--- src/rtl/seq_detect_param.sv ---
// Parametrised Mealy serial pattern detector with a runtime-loadable pattern,
// selectable overlapping/non-overlapping matching and a saturating match counter.
module seq_detect_param #(
    parameter int               PAT_W     = 4,
    parameter logic [PAT_W-1:0] PAT_RESET = 4'b1101,
    parameter int               CNT_W     = 8
) (
    input  logic             clk,
    input  logic             reset,
    input  logic             clear,
    input  logic             load,
    input  logic [PAT_W-1:0] pat_in,
    input  logic             overlap,
    input  logic             din_valid,
    input  logic             din,
    output logic             match,
    output logic             match_q,
    output logic             armed,
    output logic [CNT_W-1:0] match_count
);

    localparam int               FILL_W   = $clog2(PAT_W);
    localparam logic [FILL_W-1:0] FILL_MAX = FILL_W'(PAT_W - 1);
    localparam logic [CNT_W-1:0]  CNT_MAX  = '1;

    logic [PAT_W-1:0]  pat_reg,   pat_next;
    logic [PAT_W-2:0]  hist_reg,  hist_next;
    logic [FILL_W-1:0] fill_reg,  fill_next;
    logic [CNT_W-1:0]  count_reg, count_next;
    logic              match_q_reg;

    // The candidate window is the stored history with the current bit appended
    // as the newest (LSB) position; pat_reg[PAT_W-1] is the oldest bit in time.
    logic [PAT_W-1:0] window;
    logic [PAT_W-1:0] bit_eq;
    logic             beat;
    logic             flush;

    assign window = {hist_reg, din};

    generate
        for (genvar gi = 0; gi < PAT_W; gi++) begin : g_cmp
            assign bit_eq[gi] = (window[gi] == pat_reg[gi]);
        end
    endgenerate

    assign armed = (fill_reg == FILL_MAX);
    assign beat  = din_valid & ~clear & ~load;
    // Gating by armed keeps the reset-time zeros in hist from ever matching.
    assign match = beat & armed & (&bit_eq);
    assign flush = match & ~overlap;

    always_comb begin
        pat_next   = pat_reg;
        hist_next  = hist_reg;
        fill_next  = fill_reg;
        count_next = count_reg;
        if (clear) begin
            hist_next  = '0;
            fill_next  = '0;
            count_next = '0;
        end else if (load) begin
            pat_next  = pat_in;
            hist_next = '0;
            fill_next = '0;
        end else if (din_valid) begin
            if (flush) begin
                hist_next = '0;
                fill_next = '0;
            end else begin
                hist_next = window[PAT_W-2:0];
                if (!armed)
                    fill_next = fill_reg + FILL_W'(1);
            end
            if (match && (count_reg != CNT_MAX))
                count_next = count_reg + CNT_W'(1);
        end
    end

    always_ff @(posedge clk or posedge reset) begin
        if (reset) begin
            pat_reg     <= PAT_RESET;
            hist_reg    <= '0;
            fill_reg    <= '0;
            count_reg   <= '0;
            match_q_reg <= 1'b0;
        end else begin
            pat_reg     <= pat_next;
            hist_reg    <= hist_next;
            fill_reg    <= fill_next;
            count_reg   <= count_next;
            match_q_reg <= match;
        end
    end

    assign match_q     = match_q_reg;
    assign match_count = count_reg;

endmodule
--- config.mk ---
export PLATFORM = sky130hd
export DESIGN_NAME = seq_detect_param
export DESIGN_NICKNAME = d
export VERILOG_FILES = /design/src/rtl/seq_detect_param.sv
export SDC_FILE = /design/constraint.sdc
export NUM_CORES = 1
export LEC_CHECK = 0
export CAP_MARGIN = 25
export CORE_MARGIN = 3
export CORE_UTILIZATION = 38
export DETAILED_ROUTE_END_ITERATION = 12
export PLACE_DENSITY_LB_ADDON = 0.08
export SLEW_MARGIN = 20
export SYNTH_ARGS = -nofsm -noshare
export SYNTH_HDL_FRONTEND = slang
export SYNTH_SLANG_ARGS = --single-unit
--- constraint.sdc ---
create_clock -name clk -period 1.92 [get_ports clk]
set_input_delay 0.384 -clock clk [delete_from_list [all_inputs] [get_ports clk]]
set_output_delay 0.384 -clock clk [all_outputs]
set_load 0.01 [all_outputs]
==> results_dict.tcl <==
set metrics [dict create \
    cp_top_family "buffers and inverters" \
    core_um2 2320 \
    die_height_um 56.8 \
    layout_common_cells "clkdlybuf4s50_1, buf_4, dfrtp_1" \
    drive_gt1_share_pct 32.8 \
    start_util_pct 42.3 \
    core.rowCount 17 \
    drc_errors 0 \
    path_clk_slew_ns 0.11 \
    setup_viol 0 \
    path_class "in2reg" \
    cts_max_level 1 \
    vias 839 \
    grt_overflow 0 \
    cp.required_ns 2.12 \
    grt_first_pass_wirelength_um 3710 \
    tritoncts "yes" \
    grt_setup_unrepaired "true" \
    groute.usage.overall_pct 14.7 \
    synth_nets 105 \
    slowest_stage "clkdlybuf4s50_1" \
    max_slew.worst_pin.slew_ns 0.367 \
    synth_cell_types 30 \
    ys_seq_area_share_pct 46.4 \
    pin_count 22 \
    p_leak_nw 0.638 \
    startpoint "clear" \
    pre_cts_slack_ns -0.372 \
    first_global_vias 855 \
    cp_slowest_stage_delay_ns 0.49 \
    drtIter0Drc 28 \
    slew_violations 0 \
    p_total_w 0.000725 \
    max_freq_ghz 0.533 \
    crit_buf_inv 2 \
    die_w_um 56.8 \
    diodes 0 \
    dr.pass1.iters 4 \
    largest_reg_flops 8 \
    syn_area_um2 980 \
    avgSynthCellArea_um2 10.6 \
    dieArea_um2 3220 \
    r2r_start "pat_reg[3]" \
    end_kind "flop" \
    syn_to_final_growth_pct 43.0 \
    min_period_ns 1.88 \
    crit_arrival_ns 2.07 \
    ant_nets 0 \
    powerDensity_nw_per_um2 517 \
    cp-start-kind "input pin" \
    clock_sinks 18 \
    portBuffers 21 \
    cts.path.max_buffers 2 \
    cts_root_buf "clkbuf_4" \
    skew_ns 0.0103 \
    final_common_cell "clkdlybuf4s50_1" \
    synth_cells 92 \
    wl_um 2070 \
    nets 145 \
    hp-class "in2async" \
    grt_max_degree 19 \
    synth-seq-cells 18 \
    routed_via_density 5.28 \
    cts_inserted_buffers 3 \
    cp_max_fo 7 \
    place.gp.congestion 0.774 \
    worstPathCellList "clkdlybuf4s50_1 > buf_4 > and4bb_1 > o21ai_2 > nor3_1 > mux2_2" \
    wire_per_inst_um 13.0 \
    cap_violations 0 \
    finalHoldViolations 0 \
    period_share_pct 97.7 \
    postLayoutSetupSlackWorst_ns 0.0444 \
    status "completed" \
    slew-limit-headroom_pct 75.5 \
    yosysWarnings 0 \
    dp_hpwl_um 1570 \
    clk_latency_ns 0.30 \
    ir_drop_uv 384 \
    antenna_found_initial 0 \
]
-- path summary, 6_finish.rpt --
check	slack (ns)	depth (start not counted)	endpoint
max reg2reg	0.13	5	match_count[1]
max in group asynchronous	1.26	3	pat_reg[3]
min	0.39	3	hist_reg[0]
min reg2reg	0.54	2	fill_reg[1]
min in group clk	0.42	2	hist_reg[0]
max	0.04	6	match_count[3]
-- timing repair --
item,4_1_cts,5_1_grt
setup endpoints to repair,1,4
hold buffers,0,0
resized for setup,4,9
setup buffers,5,0
cloned,0,0
pin swaps,2,6
-- synthesized netlist by cell type --
library cell,instances,share of area (%)
dfrtp_1,15,38
mux2_2,9,10
nor2_1,9,3.4
nand3_1,7,3.6
and2b_1,4,3.1
nand2_1,4,1.5
nor3_1,4,2.0
xnor2_1,4,3.6
a22o_1,3,2.7
dfstp_2,3,8.0
inv_1,3,1.1
nor2b_1,3,1.9
o21ai_0,3,1.5
a21oi_1,2,1.0
buf_2,2,1.0
ha_1,2,2.6
nor4_1,2,1.3
and4bb_1,1,1.3
mux2_1,1,1.1
mux2i_1,1,1.0
nand2b_1,1,0.64
nand4_1,1,0.64
nand4_2,1,1.3
nor2_4,1,1.1
nor4_2,1,1.3
o21ai_2,1,0.89
o2bb2ai_1,1,0.89
o311a_1,1,1.0
or3_1,1,0.64
or4b_1,1,1.0
-- power by group --
part / internal, W / leakage, nW / total (W) / switching [W]
clock network: 0.0000808 / 0.0150 / 0.000200 / 0.000119
logic: 0.0000649 / 0.385 / 0.000111 / 0.0000459
registers: 0.000401 / 0.238 / 0.000414 / 0.0000128
total: 0.000547 / 0.638 / 0.000725 / 0.000178
-- layout make-up --
cell class | count | area (um2)
fillers | 204 | 917
multi-input cells | 69 | 544
flip-flops and latches | 18 | 454
repair buffers | 37 | 330
well taps | 28 | 35.0
clock buffers | 4 | 26.3
inverters | 3 | 11.3
-- layer usage --
metal  vias to the layer above  global-route usage (%)  part of all wire (%)
met5                         -                       0                     0
met4                         0                    6.95                   1.5
met3                         4                    2.99                   6.5
met2                        23                    23.8                    47
met1                       401                    18.6                    45
li1                        411                       -                     -
-- through the flow --
| stage | instances | utilization, % | hold WS (ns) | instance area, um2 | setup TNS [ns] |
|---|---|---|---|---|---|
| after floorplan | 92 | - | 0.320 | 980 | 0 |
| after global placement | 150 | 56.0 | 0.517 | 1300 | -2.28 |
| after detailed placement | 150 | 56.0 | 0.522 | 1300 | -2.66 |
| after CTS | 159 | 58.5 | 0.386 | 1360 | 0 |
| after global routing | 159 | 60.4 | 0.411 | 1400 | -0.0792 |
| final | 159 | 60.4 | 0.385 | 1400 | 0 |
-- cell families after synthesis --
family                   after synthesis  share of synthesized area, %
AO/OA/AOI/OAI                         11                          8.05
XOR/XNOR                               4                          3.58
adder cells (fa/ha/maj)                2                          2.55
buffers and inverters                  5                          2.17
flip-flops                            18                          46.4
multiplexers                          11                          12.5
AND/OR/NAND/NOR                       41                          24.8
-- tightest hold or removal path, stage by stage --
cell and delay, ns:
clkdlybuf4s50_1 0.39, inv_1 0.05, buf_4 0.25
No activity file was read; power rests on OpenSTA's default activity.
